### src/rtl/gest_interrup_n_pkg.sv
// Shared definitions for the interrupt controller: FSM encodings, default vectors,
// and the vector-address helper used by the PC-select and decoder logic.
package gest_interrup_n_pkg;

  localparam int unsigned ID_W           = 4;
  localparam int unsigned MAX_IRQ        = 16;
  localparam int unsigned DEF_VEC_BASE   = 824;
  localparam int unsigned DEF_VEC_STRIDE = 50;

  typedef enum logic [1:0] {
    ST_IDLE     = 2'd0,
    ST_DISPATCH = 2'd1,
    ST_SERVICE  = 2'd2
  } state_t;

  // Vector of line id, computed in 32 bits; callers truncate to their address width.
  function automatic logic [31:0] vec_addr(input logic [31:0] base,
                                           input logic [31:0] stride,
                                           input logic [ID_W-1:0] id);
    return base + 32'(id) * stride;
  endfunction

endpackage

### src/rtl/gest_interrup_n_prio_enc.sv
// Fixed-priority encoder: reports whether any request is set and the lowest set index.
module gest_interrup_n_prio_enc
  import gest_interrup_n_pkg::*;
#(
  parameter int unsigned NUM_IRQ = 4
) (
  input  logic [NUM_IRQ-1:0] req,
  output logic               any_c,
  output logic [ID_W-1:0]    idx_c
);

  // Scan from the top down so the lowest index is the last one written.
  always_comb begin
    any_c = |req;
    idx_c = '0;
    for (int i = int'(NUM_IRQ) - 1; i >= 0; i--) begin
      if (req[i]) idx_c = ID_W'(i);
    end
  end

endmodule

### src/rtl/gest_interrup_n.sv
// Interrupt controller: rising-edge request latching, per-line mask, and a
// non-nesting dispatch FSM that issues a one-cycle vector load to the CPU.
module gest_interrup_n
  import gest_interrup_n_pkg::*;
#(
  parameter int unsigned NUM_IRQ    = 4,
  parameter int unsigned ADDR_W     = 10,
  parameter int unsigned VEC_BASE   = DEF_VEC_BASE,
  parameter int unsigned VEC_STRIDE = DEF_VEC_STRIDE
) (
  input  logic               clk,
  input  logic               reset,
  input  logic [NUM_IRQ-1:0] iport,
  input  logic               mask_we,
  input  logic [NUM_IRQ-1:0] mask_in,
  input  logic               fin,
  output logic               s_interrup,
  output logic [ADDR_W-1:0]  dir,
  output logic               active,
  output logic [ID_W-1:0]    irq_id,
  output logic [NUM_IRQ-1:0] pending
);

  if (NUM_IRQ < 1 || NUM_IRQ > MAX_IRQ) begin : g_bad_num_irq
    $error("gest_interrup_n: NUM_IRQ must be in 1..16");
  end
  if ((64'(VEC_BASE) + 64'(NUM_IRQ - 1) * 64'(VEC_STRIDE)) >= (64'(1) << ADDR_W))
  begin : g_bad_vec
    $error("gest_interrup_n: highest vector does not fit in ADDR_W");
  end

  state_t               state, state_nxt;
  logic [NUM_IRQ-1:0]   prev_iport;
  logic [NUM_IRQ-1:0]   mask;
  logic [NUM_IRQ-1:0]   rise_c;
  logic [NUM_IRQ-1:0]   clr_c;
  logic                 any_c;
  logic [ID_W-1:0]      sel_c;
  logic                 s_nxt;
  logic                 active_nxt;
  logic [ADDR_W-1:0]    dir_nxt;
  logic [ID_W-1:0]      id_nxt;

  assign rise_c = iport & ~prev_iport;

  gest_interrup_n_prio_enc #(
    .NUM_IRQ (NUM_IRQ)
  ) u_prio_enc (
    .req   (pending & mask),
    .any_c (any_c),
    .idx_c (sel_c)
  );

  // Lines already high at reset are absorbed here so they never look like edges.
  always_ff @(posedge clk) begin
    prev_iport <= iport;
  end

  // A new edge wins over the clear of the line being dispatched.
  always_ff @(posedge clk) begin
    if (reset) pending <= '0;
    else       pending <= (pending & ~clr_c) | rise_c;
  end

  always_ff @(posedge clk) begin
    if (reset)        mask <= '1;
    else if (mask_we) mask <= mask_in;
  end

  always_ff @(posedge clk) begin
    if (reset) state <= ST_IDLE;
    else       state <= state_nxt;
  end

  always_ff @(posedge clk) begin
    if (reset) begin
      s_interrup <= 1'b0;
      active     <= 1'b0;
      dir        <= '0;
      irq_id     <= '0;
    end else begin
      s_interrup <= s_nxt;
      active     <= active_nxt;
      dir        <= dir_nxt;
      irq_id     <= id_nxt;
    end
  end

  // Next-state and next-output logic; outputs are registered one cycle ahead.
  always_comb begin
    state_nxt  = state;
    s_nxt      = 1'b0;
    active_nxt = active;
    dir_nxt    = dir;
    id_nxt     = irq_id;
    clr_c      = '0;
    case (state)
      ST_IDLE: begin
        if (any_c) begin
          state_nxt  = ST_DISPATCH;
          s_nxt      = 1'b1;
          active_nxt = 1'b1;
          id_nxt     = sel_c;
          dir_nxt    = ADDR_W'(vec_addr(VEC_BASE, VEC_STRIDE, sel_c));
        end
      end
      ST_DISPATCH: begin
        state_nxt = ST_SERVICE;
        clr_c     = NUM_IRQ'(1) << irq_id;
      end
      ST_SERVICE: begin
        if (fin) begin
          state_nxt  = ST_IDLE;
          active_nxt = 1'b0;
          dir_nxt    = '0;
          id_nxt     = '0;
        end
      end
      default: begin
        state_nxt  = ST_IDLE;
        active_nxt = 1'b0;
        dir_nxt    = '0;
        id_nxt     = '0;
      end
    endcase
  end

endmodule

### config.mk
export PLATFORM = sky130hd
export DESIGN_NAME = gest_interrup_n
export DESIGN_NICKNAME = d
export VERILOG_FILES = /design/src/rtl/gest_interrup_n_pkg.sv /design/src/rtl/gest_interrup_n_prio_enc.sv /design/src/rtl/gest_interrup_n.sv
export SDC_FILE = /design/constraint.sdc
export NUM_CORES = 1
export LEC_CHECK = 0
export ABC_AREA = 1
export CAP_MARGIN = 5
export CORE_AREA = 3 3 58 44
export DETAILED_ROUTE_END_ITERATION = 6
export DIE_AREA = 0 0 61 47
export PLACE_DENSITY_LB_ADDON = 0.12
export SETUP_SLACK_MARGIN = 0.2
export SYNTH_ARGS = -nofsm -noshare
export SYNTH_HDL_FRONTEND = slang
export SYNTH_SLANG_ARGS = --single-unit
### constraint.sdc
create_clock -name clk -period 1.2 [get_ports clk]
set_clock_uncertainty 0.05 [all_clocks]
set_input_delay 0.3 -clock clk [delete_from_list [all_inputs] [get_ports clk]]
set_output_delay 0.3 -clock clk [all_outputs]
set_load 0.05 [all_outputs]
==> impl_metrics.tcl, run 1 <==
set metrics [dict create \
    start_util_pct 40.6 \
    p_total_uw 2910 \
    cts_made_buffers 3 \
    synth_cell_types 17 \
    period_needed_ps 1250 \
    setup-tns-final_ps -317 \
    dr_wl_met2_um 1150 \
    cts_htree_levels 1 \
    yosys_most_used_dff "dfxtp_1" \
    drt-initial-drc-count 31 \
    track_usage_pct 15.8 \
    cap_violations 0 \
    p_int_uw 1790 \
    root_buffer "clkbuf_4" \
    required_ps 850 \
    fin_cells 165 \
    grt_overflow 0 \
    dr_wl_met3_um 140 \
    routed-via-count 826 \
    switching_share_pct 38.5 \
    drive_gt1_share_pct 55.3 \
    hold_violations 0 \
    end_kind "output port" \
    clock_sink_count 22 \
    postSynthCellCount 105 \
    worstPathCellList "buf_12" \
    cpPeakStageDelay_ps 440 \
    cts-hold-fix-buffers 0 \
    dr.pass1.iters 4 \
    power.share.combinational_pct 46.5 \
    maxSlewViolCount 0 \
    synth.top_cell.area_share_pct 52.0 \
    fmax_mhz 797 \
    yosys-top-cells-count "nand2_1 (29), dfxtp_1 (22), inv_1 (10), a21oi_1 (9), buf_4 (8)" \
    crit_type "flop to output port" \
    cts_tree "yes" \
    seq_power_share_pct 34.3 \
    arrival_ps 900 \
    wl_met1_um 1060 \
    finalWorstSetupSlack_ps -54.2 \
    dpl-instance-area_sq_mm 0.00133 \
    cp-start-kind "flop" \
    cts.clk_slew.worst_paths_ps 130 \
    antenna_left 0 \
    yosysMostFrequentCell "nand2_1" \
    via_per_inst 5.01 \
    ctsLongestPathBuffers 2 \
    fin_util_pct 77.6 \
    die_y_um 47 \
    die_area_sq_mm 0.00287 \
    crit_fanout 5 \
    top_layer_used "met4" \
    io_pins 32 \
    synth_edf_count 0 \
    ys_top_cells_by_area "dfxtp_1 (52%), nand2_1 (13%), buf_4 (7.1%)" \
    dp_cells 152 \
    wl_per_cell_um 14.5 \
    drc 0 \
    synth_seq_cells 22 \
    grt_antenna_before_repair 0 \
    post-route-period-util_pct 105 \
    ys_seq_area_share_pct 52.0 \
    grt_pass1_wl_um 3250 \
    synth_top_cell_by_area "dfxtp_1" \
    hp-class "primary input to flop" \
    leakage_uw 0.000683 \
    p_clk_share_pct 19.2 \
    critPathSlowestCell "dfxtp_4" \
    wirelength_um 2390 \
    gp_congestion 0.794 \
    setup_viol 9 \
    n_antenna_cell 0 \
    worstSkewPairLatency_ps 310 \
    die_w_um 61 \
    rsz0062_at_grt "true" \
    numPortBuffers 28 \
    powerDensity_mw_per_mm2 1800 \
    syn_area_sq_um 847 \
    yosysWarningCount 0 \
    place_hpwl_um 1430 \
    syn2layout_area_growth_pct 91.0 \
    ys_async_sr_fraction_pct 0 \
    path_buf_inv 1 \
    core_sq_mm 0.00208 \
    finalInstanceArea_sq_mm 0.00162 \
    outcome "finished with violations" \
    violations "negative setup slack" \
    fp-row-count 14 \
    peakVddDrop_mv 1.49 \
    cp_top_family "flip-flops" \
    switchingPower_uw 1120 \
    grt_pass1_vias 771 \
    avgSynthCellArea_sq_um 8.07 \
    nets 154 \
    grt_max_degree 14 \
]
cells in the final DEF, fill, tap and decap left out, drive strengths merged:
| cell | netlist | routed |
|---|---|---|
| clkbuf | 1 | 3 |
| dlygate4sd2 | 0 | 1 |
| o31ai | 4 | 4 |
| nand4 | 1 | 1 |
| conb | 1 | 3 |
| clkdlybuf4s50 | 0 | 10 |
| a21oi | 9 | 9 |
| buf | 8 | 28 |
| bufinv | 0 | 1 |
| nand2 | 33 | 33 |
| inv | 10 | 10 |
| nand3 | 7 | 7 |
| nor2 | 6 | 6 |
| o21ai | 3 | 3 |
| dfxtp | 22 | 22 |
per-layer routing:
| metal | global-route usage, % | vias up |
|---|---|---|
| li1 | - | 403 |
| met1 | 20.3 | 397 |
| met2 | 24.7 | 22 |
| met3 | 5.49 | 4 |
| met4 | 6.06 | 0 |
| met5 | 0 | - |
cell type report:
type | instances | area [sq um]
inverters | 10 | 42.5
flip-flops and latches | 22 | 484
repair buffers | 39 | 543
clock buffers | 3 | 22.5
clock inverters | 1 | 30.0
fillers | 130 | 467
well taps | 24 | 30.0
multi-input cells | 66 | 465
what timing repair did:
action / in CTS / in global routing
buffers inserted: 4 / 5
pin swaps: 8 / 12
gates resized for setup: 19 / 30
setup endpoints to repair: 30 / 30
per-stage QoR:
step / worst slack [ps] / hold WS [ps]
after floorplan: 118 / 278
after global placement: -156 / 408
after detailed placement: -188 / 418
after CTS: -68.7 / 381
after global routing: -90.5 / 373
final: -54.2 / 394
worst paths after layout:
| kind | start | endpoint | slack (ps) | cells after the start |
|---|---|---|---|---|
| worst max-delay path | dir[8]$_SDFFE_PP0P_ | active | -50 | 1 |
| worst min register to register | prev_iport[2]$_DFF_P_ | pending[2]$_SDFF_PP0_ | 440 | 3 |
| worst min-delay path | iport[2] | prev_iport[2]$_DFF_P_ | 390 | 1 |
| worst max register to register | pending[0]$_SDFF_PP0_ | dir[5]$_SDFFE_PP0P_ | 20 | 7 |
power by group through the flow:
stage / Combinational, uW / Clock (uW) / Sequential [uW]
2_1_floorplan: 491 / 0 / 1150
3_3_place_gp: 1120 / 0 / 996
3_5_place_dp: 1130 / 0 / 997
4_1_cts: 1210 / 574 / 987
5_1_grt: 1420 / 603 / 1010
6_report: 1350 / 559 / 1000
state kept, by name, indices dropped and copies added, names as in the netlist:
name	count
mask	4
pending	4
s_interrup	1
prev_iport	4
dir	7
state	2
logic make-up (layout without fill, tap and decap cells):
family / Yosys count / after routing / share of synthesized area, %
DFF: 22 / 22 / 52.0
AOI/OAI and AO/OA: 16 / 16 / 11.1
and+or+nand+nor: 47 / 47 / 24.5
buffers and inverters: 19 / 53 / 12.0
other: 1 / 3 / 0.443
Power figures use the tool's default switching activity.
==> inputs of run 2 (changes only) <==
--- a/config.mk
+++ b/config.mk
@@ -7,9 +7,9 @@
 export LEC_CHECK = 0
 export ABC_AREA = 1
 export CAP_MARGIN = 5
-export CORE_AREA = 3 3 58 44
+export CORE_AREA = 3 3 60 45
 export DETAILED_ROUTE_END_ITERATION = 6
-export DIE_AREA = 0 0 61 47
+export DIE_AREA = 0 0 63 48
 export PLACE_DENSITY_LB_ADDON = 0.12
 export SETUP_SLACK_MARGIN = 0.2
 export SYNTH_ARGS = -nofsm -noshare
==> impl_metrics.tcl, run 2 (synthesis results as in run 1) <==
set metrics [dict create \
    outcome "finished with violations" \
    violations "negative setup slack" \
    powerDensity_mw_per_mm2 1700 \
    grt_overflow 0 \
    top_register "dir" \
    place_hpwl_um 1430 \
    cts.clk_slew.worst_paths_ps 110 \
    io_pins 32 \
    grt_max_degree 13 \
    post-route-period-util_pct 104 \
    end_kind "output port" \
    gp_congestion 0.811 \
    fmax_mhz 802 \
    crit_path_start "dir[8]$_SDFFE_PP0P_" \
    track_usage_pct 14.0 \
    cts_tree "yes" \
    die_area_sq_mm 0.00302 \
    crit_type "flop to output port" \
    wirelength_um 2090 \
    worstSkewPairLatency_ps 310 \
    core_sq_mm 0.00215 \
    regToRegSetupSlack_ps 50 \
    rsz0062_at_grt "true" \
    seq_power_share_pct 37.5 \
    maxSlewViolCount 0 \
    p_int_uw 1590 \
    grt_pass1_vias 687 \
    finalWorstSetupSlack_ps -46.5 \
    hold_violations 0 \
    via_per_inst 4.62 \
    antenna_left 0 \
    power.share.combinational_pct 49.6 \
    fp-row-count 14 \
    leakage_uw 0.000664 \
    cpPeakStageDelay_ps 440 \
    cap_violations 0 \
    required_ps 850 \
    cts_made_buffers 3 \
    setup_viol 10 \
    root_buffer "clkbuf_4" \
    n_antenna_cell 0 \
    switching_share_pct 40.6 \
    r2r-end "dir[5]$_SDFFE_PP0P_" \
    die_y_um 48 \
    cts_htree_levels 1 \
    cts-hold-fix-buffers 0 \
    period_needed_ps 1250 \
    final_cell_mix "nand2_1 (18), buf_12 (17), clkdlybuf4s50_1 (11)" \
    grt_pass1_wl_um 3080 \
    drc 0 \
    switchingPower_uw 1080 \
    peakVddDrop_mv 0.983 \
    ff2ff_path_depth 7 \
    ctsLongestPathBuffers 2 \
    critPathSlowestCell "dfxtp_4" \
    cp_top_family "flip-flops" \
    crit_fanout 5 \
    p_clk_share_pct 12.8 \
    path_buf_inv 1 \
    drive_gt1_share_pct 54.3 \
    start_util_pct 39.3 \
    numPortBuffers 28 \
    clock_sink_count 22 \
    arrival_ps 900 \
    worstPathCellList "buf_12" \
    path_depth 1 \
    syn2layout_area_growth_pct 85.4 \
    final_common_cell "nand2_1" \
    routed-via-count 794 \
    fillers 160 \
    hp-class "primary input to flop" \
    largest_reg_flops 7 \
    timing.rr.start "pending[1]$_SDFF_PP0_" \
    wl_per_cell_um 12.2 \
    holdCritStartpoint "iport[1]" \
    cp-start-kind "flop" \
    dp_cells 160 \
    die_w_um 63 \
    crit_path_end "dir[8]" \
    post-place-ws_ps -259 \
    fin_cells 172 \
    grt_antenna_before_repair 0 \
    drt-initial-drc-count 12 \
    dr.pass1.iters 4 \
    nets 153 \
]
==> run 2: changes by cell type in the layout (fill, tap and decap cells not counted), moves of 2 or more <==
cell and change:
o31ai_2 +3, o31ai_4 -3, o21ai_2 +2, o21ai_1 -2
buf_4 -2
==> run 2: power groups by stage <==
stage	Combinational (uW)	Sequential, uW	Clock, uW
after floorplan	491	1150	0
after global placement	1120	997	0
after detailed placement	1130	999	0
after CTS	1230	1000	351
after global routing	1380	1020	383
final	1330	1000	343
==> run 2: worst min-delay path by stage <==
stage,to,slack (ps),cells past startpoint
2_1_floorplan,prev_iport[0]$_DFF_P_,280,0
3_3_place_gp,pending[1]$_SDFF_PP0_,410,3
3_5_place_dp,pending[3]$_SDFF_PP0_,410,3
4_1_cts,prev_iport[2]$_DFF_P_,400,1
5_1_grt,prev_iport[2]$_DFF_P_,400,1
6_report,prev_iport[1]$_DFF_P_,400,1
==> run 2: layout make-up <==
| type | instances | area, sq um | area share (%) |
|---|---|---|---|
| clock buffers | 4 | 26.3 | 1.67 |
| inverters | 10 | 40.0 | 2.55 |
| multi-input cells | 66 | 443 | 28.2 |
| flip-flops and latches | 22 | 480 | 30.6 |
| well taps | 32 | 40.0 | 2.55 |
| repair buffers | 38 | 541 | 34.4 |
==> run 2: worst reg2reg max path, stage by stage (launching register included) <==
cell	delay, ps
dfxtp_4	390
nand2_4	80
nand2_4	60
nor2_4	120
nand2_4	70
nand2_4	110
nand2_2	70
a21oi_2	130
==> run 2: per-stage QoR <==
step / power (uW) / hold slack, ps / instance area (sq um) / setup TNS [ps] / utilization (%)
floorplan: 1640 / 278 / 915 / 0 / -
global placement: 2110 / 412 / 1340 / -1360 / 62.1
detailed placement: 2130 / 412 / 1340 / -1560 / 62.1
CTS: 2580 / 403 / 1460 / -343 / 67.5
global route: 2780 / 403 / 1570 / -690 / 72.9
finish: 2670 / 401 / 1570 / -293 / 72.9
==> run 2: routing by layer <==
| layer | vias to the layer above | GRT usage, % | part of all wire, % |
|---|---|---|---|
| li1 | 401 | - | - |
| met1 | 361 | 16.0 | 46 |
| met2 | 26 | 21.6 | 46 |
| met3 | 6 | 7.75 | 6.5 |
| met4 | 0 | 7.46 | 1.9 |
| met5 | - | 0 | 0 |
==> run 2: repair_timing <==
item                                    4_1_cts  5_1_grt
endpoints found under the setup margin       28       34
setup buffers                                 2        6
gates resized for setup                      27       16
pin swaps                                     5       10
==> patch (settings of run 1) <==
Put one more register stage on the output `dir`, with the module's reset. The value now appears one clock later. The other outputs are not delayed to match.
--- a/src/rtl/gest_interrup_n.sv
+++ b/src/rtl/gest_interrup_n.sv
@@ -21,4 +21,6 @@
   output logic [NUM_IRQ-1:0] pending
 );
+
+  logic [ADDR_W-1:0] dir_s0;
 
   if (NUM_IRQ < 1 || NUM_IRQ > MAX_IRQ) begin : g_bad_num_irq
@@ -77,10 +79,10 @@
       s_interrup <= 1'b0;
       active     <= 1'b0;
-      dir        <= '0;
+      dir_s0     <= '0;
       irq_id     <= '0;
     end else begin
       s_interrup <= s_nxt;
       active     <= active_nxt;
-      dir        <= dir_nxt;
+      dir_s0     <= dir_nxt;
       irq_id     <= id_nxt;
     end
@@ -92,5 +94,5 @@
     s_nxt      = 1'b0;
     active_nxt = active;
-    dir_nxt    = dir;
+    dir_nxt    = dir_s0;
     id_nxt     = irq_id;
     clr_c      = '0;
@@ -126,4 +128,12 @@
   end
 
+  always_ff @(posedge clk) begin
+    if (reset) begin
+      dir <= '0;
+    end else begin
+      dir <= dir_s0;
+    end
+  end
+
 endmodule
 
Formal check against the unedited RTL: not equivalent (Yosys sat finds a counterexample within 4 cycles, from zero or initial values and one cycle with reset high).
==> patch against run 1 <==
Area after synthesis up 25%. Sequential cell count rose by 7. Critical endpoint is now dir[3]. The run still ends with setup timing left. Total power is 11% lower. Non-clock buffer count rose by 2. Routed wire length grew 9.8%. Setup slack gained 0.026 ns. Via count increased by 16%. Final area rose by 9.4%. Combinational power decreased by 38%.
==> patch: results (changes against run 1) <==
| Metric | Value |
|---|---|
| Psw | `865 µW (-23%)` |
| Fin cells | `195 (+18%)` |
| Static Leakage | `0.807 nW (+18%)` |
| First-pass GRT wire length | `3980 µm (+23%)` |
| Crit path DAT | `0.88 ns (-0.02 ns)` |
| TritonRoute pass-1 iters | `5 (+1)` |
| Final Hold Slack | `0.197 ns (-0.197 ns)` |
| Combinational Power Share | `0.320 (-0.145)` |
| Post-DP HPWL | `1640 µm (+15%)` |
| Overall Power | `2.60 mW (-11%)` |
| Flop pwr share | `0.441 (+0.098)` |
| Drt total wl | `2620 µm (+9.8%)` |
| Vias in the first global route | `887 (+15%)` |
| DP Area | `1560 µm² (+17%)` |
| Placed cell count | `179 (+18%)` |
| Slowest cell delay on critical path | `0.40 ns (-0.04 ns)` |
| First DRT Iteration DRCs | `25 (-19%)` |
| Hold Crit Depth | `2 (+1)` |
| Pre-CTS setup slack | `-0.160 ns (+0.0286 ns)` |
| H-tree depth | `2 (+1)` |
| Crit Path Max Fanout | `3 (-2)` |
| Final-report setup violation count | `4 (-5)` |
| Seq/Total Area, Yosys | `0.550 (+0.0305)` |
| Total global-route track usage | `0.199 (+0.0405)` |
| Worst skew pair latency | `0.34 ns (+0.03 ns)` |
| Final setup TNS | `-0.0988 ns (+0.218 ns)` |
| Layout cells sized above 1 | `0.439 (-0.115)` |
| Top post-synthesis cells by area | `dfxtp_1, nand2_1, nand3_1` |
| Status | `complete, but fails checks` |
| Vias/cell | `4.90 (-2.1%)` |
| Failing checks | `setup timing` |
| HP Start | `reset` |
| Fin worst setup slack | `-0.0278 ns (+0.0263 ns)` |
## patch: routing by layer
metal / GRT usage / routed length [µm] / share of wire / vias to the layer above
met5: 0 / 0 / 0 / -
met4: 0.104 / 60 / 0.023 / 0
met3: 0.0659 / 170 / 0.065 / 12
met2: 0.316 / 1330 / 0.51 / 36
met1: 0.243 / 1070 / 0.41 / 436
li1: - / - / - / 472
## patch: what timing repair did
action,in CTS,in global routing
setup buffers,5,3
hold buffers,0,0
endpoints found under the setup margin,24,32
resized for setup,22,13
pin swaps,4,5
## patch: cell type report
| cell class | count | area (µm²) |
|---|---|---|
| Multi-Input combinational cell | 77 | 434 |
| Timing Repair Buffer | 41 | 566 |
| Tap cell | 24 | 30.0 |
| Sequential cell | 29 | 622 |
| Fill cell | 98 | 314 |
| Inverter | 16 | 60.1 |
| Clock buffer | 8 | 58.8 |
## patch: cells by family after synthesis
kind of cell	share of synthesized area
compound gates	0.0498
other cells	0.00356
flops	0.550
simple gates	0.285
buf+inv	0.112
